### src/rtl/q2_pkg.sv
// -----------------------------------------------------------------------------
// q2_pkg
// Shared definitions for the Q2 processor sequencer.
//   state_t  : 4-bit state code {s3,s2,s1,s0}
//   phase_e  : 3-clock phase within a state (settle / strobe / decide)
//   next_state() : successor of a state, evaluated in the decide phase
// -----------------------------------------------------------------------------
package q2_pkg;

   typedef logic [3:0] state_t;

   localparam state_t ST_FETCH = 4'b0000;
   localparam state_t ST_DEREF = 4'b0001;
   localparam state_t ST_LOAD  = 4'b0010;
   localparam state_t ST_EXEC  = 4'b0011;
   localparam state_t ST_ALU0  = 4'b1000;  // ALU states are 1bbb, bbb = bit index
   localparam state_t ST_ALU7  = 4'b1111;

   typedef enum logic [1:0] {
      PH_SETTLE = 2'd0,
      PH_STROBE = 2'd1,
      PH_DECIDE = 2'd2
   } phase_e;

   // Successor state. Anything not listed (EXEC, ALU bit 7, the unreachable
   // 01xx codes) returns to FETCH.
   function automatic state_t next_state(input state_t cur,
                                         input logic   deref,
                                         input logic   o2);
      state_t nxt;
      nxt = ST_FETCH;
      if (cur[3]) begin
         nxt = (cur == ST_ALU7) ? ST_FETCH : state_t'(cur + 4'd1);
      end else begin
         case (cur)
            ST_FETCH: nxt = deref ? ST_DEREF : (o2 ? ST_EXEC : ST_LOAD);
            ST_DEREF: nxt = o2 ? ST_EXEC : ST_LOAD;
            ST_LOAD:  nxt = ST_ALU0;
            default:  nxt = ST_FETCH;
         endcase
      end
      return nxt;
   endfunction

endpackage

### src/rtl/q2_sw_sync.sv
// -----------------------------------------------------------------------------
// q2_sw_sync
// Front-panel switch conditioner: SYNC_STAGES-deep synchroniser followed by a
// debouncer that accepts a new level only after it has held for DEBOUNCE_CNT
// consecutive clocks.
//   clk, rst_n : system clock, asynchronous active-low reset
//   sw_i       : raw asynchronous switch input
//   level_o    : registered, debounced switch level
//   rise_o     : one-clock pulse, coincident with level_o going 0 -> 1
// -----------------------------------------------------------------------------
module q2_sw_sync #(
   parameter int SYNC_STAGES  = 2,
   parameter int DEBOUNCE_CNT = 16
) (
   input  logic clk,
   input  logic rst_n,
   input  logic sw_i,
   output logic level_o,
   output logic rise_o
);

   localparam int CNT_W = (DEBOUNCE_CNT > 1) ? $clog2(DEBOUNCE_CNT) : 1;
   localparam logic [CNT_W-1:0] CNT_LAST = CNT_W'(DEBOUNCE_CNT - 1);

   logic [SYNC_STAGES-1:0] sync_q;
   logic [CNT_W-1:0]       cnt_q;
   logic                   level_q;
   logic                   rise_q;
   logic                   synced;

   assign synced = sync_q[SYNC_STAGES-1];

   // NOTE: clocked blocks use non-blocking (<=) so every flop samples the
   // pre-edge value of its neighbours; blocking here would collapse the chain.
   always_ff @(posedge clk or negedge rst_n) begin
      if (!rst_n) begin
         sync_q  <= '0;
         cnt_q   <= '0;
         level_q <= 1'b0;
         rise_q  <= 1'b0;
      end else begin
         sync_q <= {sync_q[SYNC_STAGES-2:0], sw_i};
         rise_q <= 1'b0;
         // The counter runs only while the synchronised input disagrees with
         // the accepted level; any agreement restarts the hold window.
         if (synced != level_q) begin
            if (cnt_q == CNT_LAST) begin
               level_q <= synced;
               rise_q  <= synced;
               cnt_q   <= '0;
            end else begin
               cnt_q <= cnt_q + CNT_W'(1);
            end
         end else begin
            cnt_q <= '0;
         end
      end
   end

   assign level_o = level_q;
   assign rise_o  = rise_q;

endmodule

### src/rtl/q2_sequencer.sv
// -----------------------------------------------------------------------------
// q2_sequencer
// Q2 processor state sequencer. Steps each instruction through FETCH,
// optional DEREF, LOAD + 8 bit-serial ALU states or EXEC; every state lasts
// three clocks (settle, strobe, decide). Owns the run/step front panel and
// only ever parks in FETCH phase 0.
//   clk, rst_n     : system clock, asynchronous active-low reset
//   run_sw         : run switch (async level)
//   step_sw        : single-step switch (async pulse)
//   deref, o2      : indirect bit and opcode bit 2 of the opcode register
//   s0..s3         : state code {s3,s2,s1,s0}
//   ws             : write strobe, high in phase 1 of every state
//   halted         : high while parked in FETCH phase 0
//   instr_done     : one-clock pulse on re-entering FETCH after ALU bit 7/EXEC
// -----------------------------------------------------------------------------
module q2_sequencer
   import q2_pkg::*;
#(
   parameter int SYNC_STAGES  = 2,
   parameter int DEBOUNCE_CNT = 16
) (
   input  logic clk,
   input  logic rst_n,
   input  logic run_sw,
   input  logic step_sw,
   input  logic deref,
   input  logic o2,
   output logic s0,
   output logic s1,
   output logic s2,
   output logic s3,
   output logic ws,
   output logic halted,
   output logic instr_done
);

   logic   run_q;
   logic   step_rise;
   logic   run_rise_unused;    // run acts on its level only
   logic   step_level_unused;  // step acts on its rising edge only

   state_t state_q;
   phase_e phase_q;
   logic   ws_q;
   logic   halted_q;
   logic   done_q;
   logic   token_q;

   logic   go;
   logic   illegal;

   q2_sw_sync #(
      .SYNC_STAGES (SYNC_STAGES),
      .DEBOUNCE_CNT(DEBOUNCE_CNT)
   ) u_run_sync (
      .clk    (clk),
      .rst_n  (rst_n),
      .sw_i   (run_sw),
      .level_o(run_q),
      .rise_o (run_rise_unused)
   );

   q2_sw_sync #(
      .SYNC_STAGES (SYNC_STAGES),
      .DEBOUNCE_CNT(DEBOUNCE_CNT)
   ) u_step_sync (
      .clk    (clk),
      .rst_n  (rst_n),
      .sw_i   (step_sw),
      .level_o(step_level_unused),
      .rise_o (step_rise)
   );

   // Run wins over a pending step; either one lets FETCH phase 0 advance.
   assign go      = run_q | token_q;
   assign illegal = (state_q[3:2] == 2'b01);

   always_ff @(posedge clk or negedge rst_n) begin
      if (!rst_n) begin
         state_q  <= ST_FETCH;
         phase_q  <= PH_SETTLE;
         ws_q     <= 1'b0;
         halted_q <= 1'b1;
         done_q   <= 1'b0;
         token_q  <= 1'b0;
      end else begin
         // NOTE: pulse outputs default low each clock; the branches below
         // raise them for exactly one cycle.
         ws_q     <= 1'b0;
         halted_q <= 1'b0;
         done_q   <= 1'b0;

         if (illegal) begin
            state_q <= ST_FETCH;
            phase_q <= PH_SETTLE;
         end else begin
            case (phase_q)
               PH_SETTLE: begin
                  if (state_q != ST_FETCH) begin
                     phase_q <= PH_STROBE;
                     ws_q    <= 1'b1;
                  end else if (go) begin
                     // Leaving FETCH consumes (or discards) any step token.
                     phase_q <= PH_STROBE;
                     ws_q    <= 1'b1;
                     token_q <= 1'b0;
                  end else begin
                     // Parked: this is the only place a step edge is accepted,
                     // so edges arriving mid-instruction are simply dropped.
                     halted_q <= 1'b1;
                     if (step_rise) begin
                        token_q <= 1'b1;
                     end
                  end
               end
               PH_STROBE: begin
                  phase_q <= PH_DECIDE;
               end
               PH_DECIDE: begin
                  phase_q <= PH_SETTLE;
                  state_q <= next_state(state_q, deref, o2);
                  done_q  <= (state_q == ST_EXEC) || (state_q == ST_ALU7);
               end
               default: begin
                  phase_q <= PH_SETTLE;
                  state_q <= ST_FETCH;
               end
            endcase
         end
      end
   end

   assign {s3, s2, s1, s0} = state_q;
   assign ws               = ws_q;
   assign halted           = halted_q;
   assign instr_done       = done_q;

endmodule

### config.mk
export PLATFORM = sky130hd
export DESIGN_NAME = q2_sequencer
export DESIGN_NICKNAME = d
export VERILOG_FILES = /design/src/rtl/q2_pkg.sv /design/src/rtl/q2_sw_sync.sv /design/src/rtl/q2_sequencer.sv
export SDC_FILE = /design/constraint.sdc
export NUM_CORES = 1
export LEC_CHECK = 0
export ABC_AREA = 1
export CAP_MARGIN = 5
export CORE_ASPECT_RATIO = 1.25
export CORE_UTILIZATION = 55
export DETAILED_ROUTE_END_ITERATION = 10
export HOLD_SLACK_MARGIN = 0.1
export PLACE_DENSITY = 0.78
export SYNTH_ARGS = -nofsm -noshare
export SYNTH_HDL_FRONTEND = slang
export SYNTH_SLANG_ARGS = --single-unit
### constraint.sdc
create_clock -name clk -period 4.1 [get_ports clk]
set_clock_uncertainty 0.05 [all_clocks]
set_input_delay 0.41 -clock clk [delete_from_list [all_inputs] [get_ports clk]]
set_output_delay 0.41 -clock clk [all_outputs]
set_load 0.01 [all_outputs]
# Yosys cells after proc, flatten, opt, wreduce, memory -nomap -nowiden
# Cells that the tools add are included.
[op_classes]
reduce_logical = 9
muxes = 29
bitwise = 3
n_addsub = 3
n_eq_ne = 13
[op_table]
columns = ["cell", "n"]
rows = [
  ["$mux W4", 8],
  ["$mux W1", 15],
  ["$add A4 B1 Y4 const B", 3],
  ["$eq A4 B4 Y1 const B", 3],
  ["$pmux W4 S3", 1],
  ["$eq A4 B2 Y1 const B", 2],
  ["$pmux W4 S2", 1],
  ["$mux W2", 3],
  ["$eq A2 B1 Y1 const B", 2],
  ["$eq A4 B1 Y1 const B", 1],
  ["$logic_not A4 Y1", 1],
  ["$ne A4 B4 Y1 const B", 1],
  ["$pmux W2 S2", 1],
  ["$reduce_and A2 Y1", 2],
  ["$reduce_and A4 Y1", 1],
  ["$reduce_bool A4 Y1", 1],
  ["$eq A2 B2 Y1 const B", 1],
  ["$logic_not A2 Y1", 1],
  ["$ne A1 B1 Y1", 2],
  ["$ne A2 B1 Y1 const B", 1],
  ["$not A1 Y1", 2],
  ["$reduce_bool A2 Y1", 1],
  ["$reduce_or A2 Y1", 1],
  ["$logic_or A1 B1 Y1", 1],
  ["$or A1 B1 Y1", 1],
]
[totals]
register_bits = 25
wordCells = 70

# Depth between registers and ports, before layout
# Gate-level depths: netlist of the first run.
[depth]
word_depth = 6
ltp_mapped = 6
depth_no_buf = 6

# Cells and area by module
# A second synthesis of the first run with hierarchy kept.
[unflattened]
hier_cells = 130
area_unflattened_um2 = 1203.7
[modules_own_cells]
columns = ["mod", "area_per_inst_um2", "seq_area_each_um2", "cells_each", "n_inst"]
rows = [
  ["q2_sw_sync", 325.3, 200.2, 30, 2],
  ["q2_sequencer", 553.0, 251.5, 70, 1],
]

# Worst setup path after synthesis of the first run
# No wires, ideal clock.
[synth_path]
path_kind = "register to register"
from = "reg state_q[0]"
to = "reg phase_q[0]"
t_arrival_ns = 1.168
period_less_slack_ns = 1.334
stages_incl_launch_ff = 7
path_slack_ns = 2.766
setup_ns = 0.116
cell_sequence = "dfrtp_1 inv_1 ha_1 nor3b_1 nand2_1 nand3_1 inv_1"
[synth_via]
elab_chain_len = 4
[synth_rtl]
columns = ["item", "line", "text"]
rows = [
  ["start: declaration", "q2_sequencer.sv:42", "state_t state_q;"],
  ["start signal: assignment", "q2_sequencer.sv:121", "state_q <= next_state(state_q, deref, o2);"],
  ["$reduce_bool A4 Y1 (*)", "q2_sequencer.sv:99", "if (state_q != ST_FETCH) begin"],
  ["$mux W2", "q2_sequencer.sv:99", ""],
  ["$pmux W2 S2", "q2_sequencer.sv:97", "case (phase_q)"],
  ["$mux W2", "q2_sequencer.sv:93", "if (illegal) begin"],
  ["end signal: assignment", "q2_sequencer.sv:95", "phase_q <= PH_SETTLE;"],
  ["end signal: assignment", "q2_sequencer.sv:100", "phase_q <= PH_STROBE;"],
  ["end signal: assignment", "q2_sequencer.sv:104", "phase_q <= PH_STROBE;"],
  ["end: declaration", "q2_sequencer.sv:43", "phase_e phase_q;"],
]
# Mark *: on every way between the ends. The rest lies on a longest branch, timed or not.
# A chain may end at the register's enable or synchronous reset.

# Final worst setup path of the first run
[layout_path]
from = "reg state_q[2]"
to = "out s2"
[layout_lines]
columns = ["item", "line", "text"]
rows = [
  ["end: declaration", "q2_sequencer.sv:30", "output logic s2,"],
]
# No word-level cell between the ends.

==> results.toml, run 1 <==
[synth]
synthTopCellsByArea = "sky130_fd_sc_hd__dfrtp_1, sky130_fd_sc_hd__nand2_1, sky130_fd_sc_hd__ha_1"
synth.avg_cell_area_um2 = 9.312
simple_gate_share_of_the_synthesized_area_pct = 25.55
post_synth_instance_area_um2 = 1136
synth-seq-area-share_pct = 55.18
post_synth_inst_count = 122
synth_nets = 134
synth_top_family_by_area = "simple AND/OR/NAND/NOR gates"
yosys.area_share.adder_pct = 6.608
count_of_unique_library_cells_instantiated_by_yosys = 24
synth-warning-count = 0
complex_gate_fraction_of_the_synthesized_area_pct = 2.974
post_synth_xor_area_fraction_pct = 3.084
synthDominantAreaCellType = "sky130_fd_sc_hd__dfrtp_1"
number_of_storage_elements_in_the_synthesis_netlist = 25
yosys-mux-area-fraction_pct = 0
synth_largest_type_area_fraction_pct = 52.86

[clock_network]
post_cts.repair.setup_buffers = 0
clock_pin_slew_on_the_worst_setup_and_hold_paths_ns = 0.13
worst_skew_pair.late_latency_ns = 0.30
cts.repair.resized = 0
cts_root_buffer = "sky130_fd_sc_hd__clkbuf_4"
cts_tree = "built"
clock_sink_count = 25
cts.path.max_buffers = 2
cts-buffers-inserted = 3
post_cts_hold_buffer_count = 0
cts_htree_levels = 1

[drt]
vias_post_dr = 795
detail_route.iter0.violations = 7
ant_nets = 0
drc = 0
first_pass_iters = 5
routed_wire_length_per_instance_um = 10.54
drt-vias-per-instance = 5.064
detail_route.wirelength_um = 1654

[sta]
slew-limit-headroom_pct = 31.36
rsz0062_at_grt = "no"
hold_viol_final = 0
timing.fmax_ghz = 0.5155
max_slew.worst_pin.slew_ns = 1.026
fin_crit_ns = 1.940
final_worst_path_cycle_share_pct = 47.31
finalSetupViolCount = 0
maxSlewViolCount = 0
fin_setup_tns_ns = 0

[floorplanning]
core-area_um2 = 1959
fp.dieH_um = 52.82
die-width_um = 42.65
design.die.area_um2 = 2253
rows = 18
floorplan.io_pins = 13
starting_density_pct = 57.98

[worst_setup_path]
path_max_fanout = 9
worstSetupPathDepth = 1
setup.worst_path.end_class = "primary output"
worst_r2r_endpoint = "ws"
crit_path_max_delay_family = "buffers and inverters"
timing.critical_path.cells = "clkdlybuf4s50_1"
worst_setup_path_startpoint = "state_q[2]"
cpPeakStageDelay_ns = 0.61
critPathArrivalTime_ns = 1.48
worst_r2r_startpoint = "state_q[0]"
crit_type = "reg -> out"
crit_path_end = "s2"
worst-r2r-setup-slack_ns = 2.60
critPathSlowestCell = "sky130_fd_sc_hd__clkdlybuf4s50_1"
startpoint_type = "register"
worstRegToRegCells = 6
crit_required_ns = 3.64
critPathBufInv = 1

[placed_design]
global_placement_routability_congestion = 0.8017
dp_hpwl_um = 1358
port_buffers = 12

[global_route]
track_usage_pct = 16.81
gr-total-overflow = 0
vias_in_the_first_global_route = 720
antenna_found_initial = 0
first_pass_grt_wire_length_um = 2835
grt_start_max_net_pins = 26

[final_layout]
final_common_cell = "sky130_fd_sc_hd__nand2_1"
layout.nets = 150
area_growth_syn_to_layout_pct = 14.21
layout_common_cells = "sky130_fd_sc_hd__nand2_1, sky130_fd_sc_hd__dfrtp_1, sky130_fd_sc_hd__inv_1"
num_antenna_cells = 0
drive_above_1_share_pct = 9.489
layout.core_utilization_pct = 66.22

[pwr]
power_per_cell_area_nw_per_um2 = 553.3
static-leakage-power_nw = 0.6631
irDropWorstVdd_v = 0.0003381

[job]
max_cap_violations = 0

[status]
run_status = "finished clean"

[min_path]
worst_hold_path_type = "reg -> reg"
[metal layers]
| metal | wire length, um | share of wire [%] | global-route usage [%] | vias to the layer above |
|---|---|---|---|---|
| met2 | 867 | 52 | 29.80 | 13 |
| met1 | 715 | 43 | 20.77 | 371 |
| met4 | 15 | 0.91 | 6.250 | 0 |
| met5 | 0 | 0 | 0 | - |
| met3 | 56 | 3.4 | 2.069 | 2 |
| li1 | - | - | - | 409 |
[sequential cells by signal, indices dropped and copies added, names as in the netlist]
name and count:
instr_done 1, u_run_sync.cnt_q 4, u_step_sync.cnt_q 4, phase_q 2, u_step_sync.level_o 1, u_run_sync.sync_q 2
token_q 1, ws 1, u_run_sync.level_o 1, state_q 4, u_step_sync.sync_q 2, halted 1
u_step_sync.rise_o 1
[power breakdown]
| part | leakage, nW | switching (W) | internal (W) |
|---|---|---|---|
| sequential | 0.325 | 0.0000506 | 0.000291 |
| clock | 0.0177 | 0.0000660 | 0.0000363 |
| combinational | 0.320 | 0.000152 | 0.000122 |
| total | 0.663 | 0.000269 | 0.000449 |
[cells in the mapped netlist (all sizes together)]
master	n
dfrtp	24
nand2b	1
nor3	2
xnor2	2
nand3	14
or2	2
xor2	2
inv	17
buf	1
o22ai	1
a21boi	1
nor2	14
nor3b	1
ha	6
dfstp	1
o21ai	1
a21oi	3
nand2	29
[worst reg2reg max path: stages (launching register included)]
cell,delay (ns)
sky130_fd_sc_hd__dfrtp_1,0.47
sky130_fd_sc_hd__inv_1,0.11
sky130_fd_sc_hd__ha_1,0.20
sky130_fd_sc_hd__nor3b_1,0.30
sky130_fd_sc_hd__nand2_1,0.14
sky130_fd_sc_hd__nand3_1,0.11
sky130_fd_sc_hd__inv_1,0.05
[per-stage QoR]
step / area [um^2] / hold WS (ns) / worst slack [ns] / power, W / cells
2_1_floorplan: 1136 / 0.06441 / 2.766 / 0.0005256 / 122
3_3_place_gp: 1270 / 0.2854 / 2.364 / 0.0006096 / 153
3_5_place_dp: 1270 / 0.2928 / 2.315 / 0.0006224 / 153
4_1_cts: 1297 / 0.3224 / 2.165 / 0.0007248 / 157
5_1_grt: 1297 / 0.3362 / 2.090 / 0.0007780 / 157
6_report: 1297 / 0.3183 / 2.160 / 0.0007179 / 157
[how the worst min path moves through the flow]
stage	slack (ns)	from	to	cells after the start
after floorplan	0.06	rst_n	instr_done	0
after global placement	0.29	u_run_sync.sync_q[0]	u_run_sync.sync_q[1]	0
after detailed placement	0.29	u_step_sync.sync_q[0]	u_step_sync.sync_q[1]	0
after CTS	0.32	u_step_sync.sync_q[0]	u_step_sync.sync_q[1]	0
after global routing	0.34	u_step_sync.sync_q[0]	u_step_sync.sync_q[1]	0
final	0.32	u_step_sync.sync_q[0]	u_step_sync.sync_q[1]	0
[cell type report]
class | instances | area [um^2]
fill | 174 | 661.9
sequential | 25 | 626.9
multi-input combinational | 79 | 434.2
timing repair buffer | 12 | 120.1
inverter | 17 | 63.81
tap | 20 | 25.02
clock buffer | 3 | 22.52
clock inverter | 1 | 5.005
[cells by family after synthesis]
logic type      count (synthesis)
buf+inv                        18
compound gates                  6
fa+ha+maj                       6
simple gates                   63
flops                          25
xor+xnor                        4
Power figures use the tool's default switching activity.
==> inputs of run 2 (changes only) <==
--- a/config.mk
+++ b/config.mk
@@ -8,10 +8,10 @@
 export ABC_AREA = 1
 export CAP_MARGIN = 5
 export CORE_ASPECT_RATIO = 1.25
-export CORE_UTILIZATION = 55
+export CORE_UTILIZATION = 53
 export DETAILED_ROUTE_END_ITERATION = 10
 export HOLD_SLACK_MARGIN = 0.1
-export PLACE_DENSITY = 0.78
+export PLACE_DENSITY = 0.76
 export SYNTH_ARGS = -nofsm -noshare
 export SYNTH_HDL_FRONTEND = slang
 export SYNTH_SLANG_ARGS = --single-unit
==> constraint.sdc (replaced) <==
create_clock -name clk -period 2 [get_ports clk]
set_clock_uncertainty 0.05 [all_clocks]
set_input_delay 0.2 -clock clk [delete_from_list [all_inputs] [get_ports clk]]
set_output_delay 0.2 -clock clk [all_outputs]
set_load 0.01 [all_outputs]
==> run 2 against run 1 <==
The run now ends with design-rule violations left. Register-to-register slack worse by 2.0 ns. Sequential cell count unchanged. Final cell count up 0.64%. Critical endpoint unchanged.
==> results.toml, run 2 (synthesized netlist as in run 1, its figures left out) <==
[drt]
routed_wire_length_per_instance_um = 10.97
drc = 2
first_pass_iters = 7
ant_nets = 0
vias_post_dr = 795
drt-vias-per-instance = 5.032
detail_route.wirelength_um = 1734
detail_route.iter0.violations = 17

[clock_network]
worst_skew_pair.late_latency_ns = 0.32
cts.repair.resized = 0
cts_root_buffer = "sky130_fd_sc_hd__clkbuf_4"
cts_tree = "built"
clock_sink_count = 25
cts-buffers-inserted = 3
cts.path.max_buffers = 2
clock_pin_slew_on_the_worst_setup_and_hold_paths_ns = 0.13
post_cts_hold_buffer_count = 0
post_cts.repair.setup_buffers = 0
cts_htree_levels = 1

[status]
failed_checks = "design-rule violations"
run_status = "finished, violations left"

[final_layout]
multi_input_area_um2 = 434.2
layout_common_cells = "sky130_fd_sc_hd__nand2_1, sky130_fd_sc_hd__dfrtp_1, sky130_fd_sc_hd__inv_1"
biggestRegsByFlops = "state_q x4, u_run_sync.cnt_q x4, u_step_sync.cnt_q x4"
drive_above_1_share_pct = 10.14
area_growth_syn_to_layout_pct = 14.87
fill_cells = 187
layout.nets = 151
num_antenna_cells = 0
regArea_um2 = 626.9
layout.core_utilization_pct = 65.11
final_common_cell = "sky130_fd_sc_hd__nand2_1"

[worst_setup_path]
path_max_fanout = 9
critPathSlowestCell = "sky130_fd_sc_hd__clkdlybuf4s50_1"
setup.worst_path.end_class = "primary output"
critPathArrivalTime_ns = 1.49
startpoint_type = "register"
cpPeakStageDelay_ns = 0.61
crit_type = "reg -> out"
timing.critical_path.cells = "clkdlybuf4s50_1"
crit_required_ns = 1.75
critPathBufInv = 1
crit_path_max_delay_family = "buffers and inverters"

[sta]
finalSetupViolCount = 0
postLayoutSetupSlackWorst_ns = 0.2582
max_slew.worst_pin.slew_ns = 0.3302
slew-limit-headroom_pct = 77.99
timing.fmax_ghz = 0.5741
fin_crit_ns = 1.742
maxSlewViolCount = 0
hold_viol_final = 0
fin_setup_tns_ns = 0
finalHoldWorstSlack_ns = 0.1670
rsz0062_at_grt = "no"
final_worst_path_cycle_share_pct = 87.09

[placed_design]
port_buffers = 12
dp_hpwl_um = 1305
global_placement_routability_congestion = 0.8501
pre_cts_ws_ns = 0.5998

[pwr]
irDropWorstVdd_v = 0.0008844
seqPwrFrac_pct = 47.2
p_int_w = 0.0009203
power_per_cell_area_nw_per_um2 = 1134
pwr-share-comb_pct = 37.5
clockPowerShare_pct = 15.3
p_switching_w = 0.0005594
power_switching_share_pct = 37.81
power.total_w = 0.001480
static-leakage-power_nw = 0.6679

[global_route]
vias_in_the_first_global_route = 749
gr-total-overflow = 0
first_pass_grt_wire_length_um = 2953
grt_start_max_net_pins = 26
track_usage_pct = 18.21
antenna_found_initial = 0

[floorplanning]
design.die.area_um2 = 2334
rows = 18
core-area_um2 = 2004
fp.dieH_um = 53.77
floorplan.io_pins = 13
starting_density_pct = 56.68
die-width_um = 43.41

[min_path]
worst_hold_path_type = "in -> async"

[job]
max_cap_violations = 0
[run 2: final cells by class]
cell class,instances,area share (%)
Multi-Input combinational cell,79,33.27
Sequential cell,25,48.03
Clock buffer,3,1.726
Inverter,17,4.890
Clock inverter,1,0.3835
Tap cell,20,1.918
Timing Repair Buffer,13,9.779
[run 2: power groups by stage]
stage / combinational [W] / sequential, W / clock, W
floorplan: 0.000375 / 0.000702 / 0
global placement: 0.000550 / 0.000705 / 0
detailed placement: 0.000560 / 0.000706 / 0
CTS: 0.000562 / 0.000698 / 0.000231
global route: 0.000630 / 0.000710 / 0.000249
finish: 0.000555 / 0.000698 / 0.000226
[run 2: final timing paths]
| check | cells past startpoint | start | slack [ns] | endpoint |
|---|---|---|---|---|
| setup / recovery | 1 | state_q[2] | 0.26 | s2 |
| hold / removal | 2 | rst_n | 0.17 | state_q[3] |
| setup reg to reg | 6 | state_q[0] | 0.57 | phase_q[0] |
| hold reg to reg | 0 | u_run_sync.sync_q[0] | 0.32 | u_run_sync.sync_q[1] |
| max in group asynchronous | 2 | rst_n | 1.45 | halted |
| min in group clk | 1 | run_sw | 0.25 | u_run_sync.sync_q[0] |
[run 2: stage by stage]
step	instances	cell area [um^2]
3_3_place_gp	154	1277
3_5_place_dp	154	1277
6_report	158	1305
2_1_floorplan	122	1136
4_1_cts	158	1305
5_1_grt	158	1305
[run 2: routing by layer]
layer | GRT usage [%] | wire length [um] | vias up
met5 | 0 | 0 | -
met4 | 15.63 | 62 | 0
met3 | 3.356 | 58 | 5
met2 | 30.05 | 783 | 16
met1 | 20.31 | 829 | 365
li1 | - | - | 409
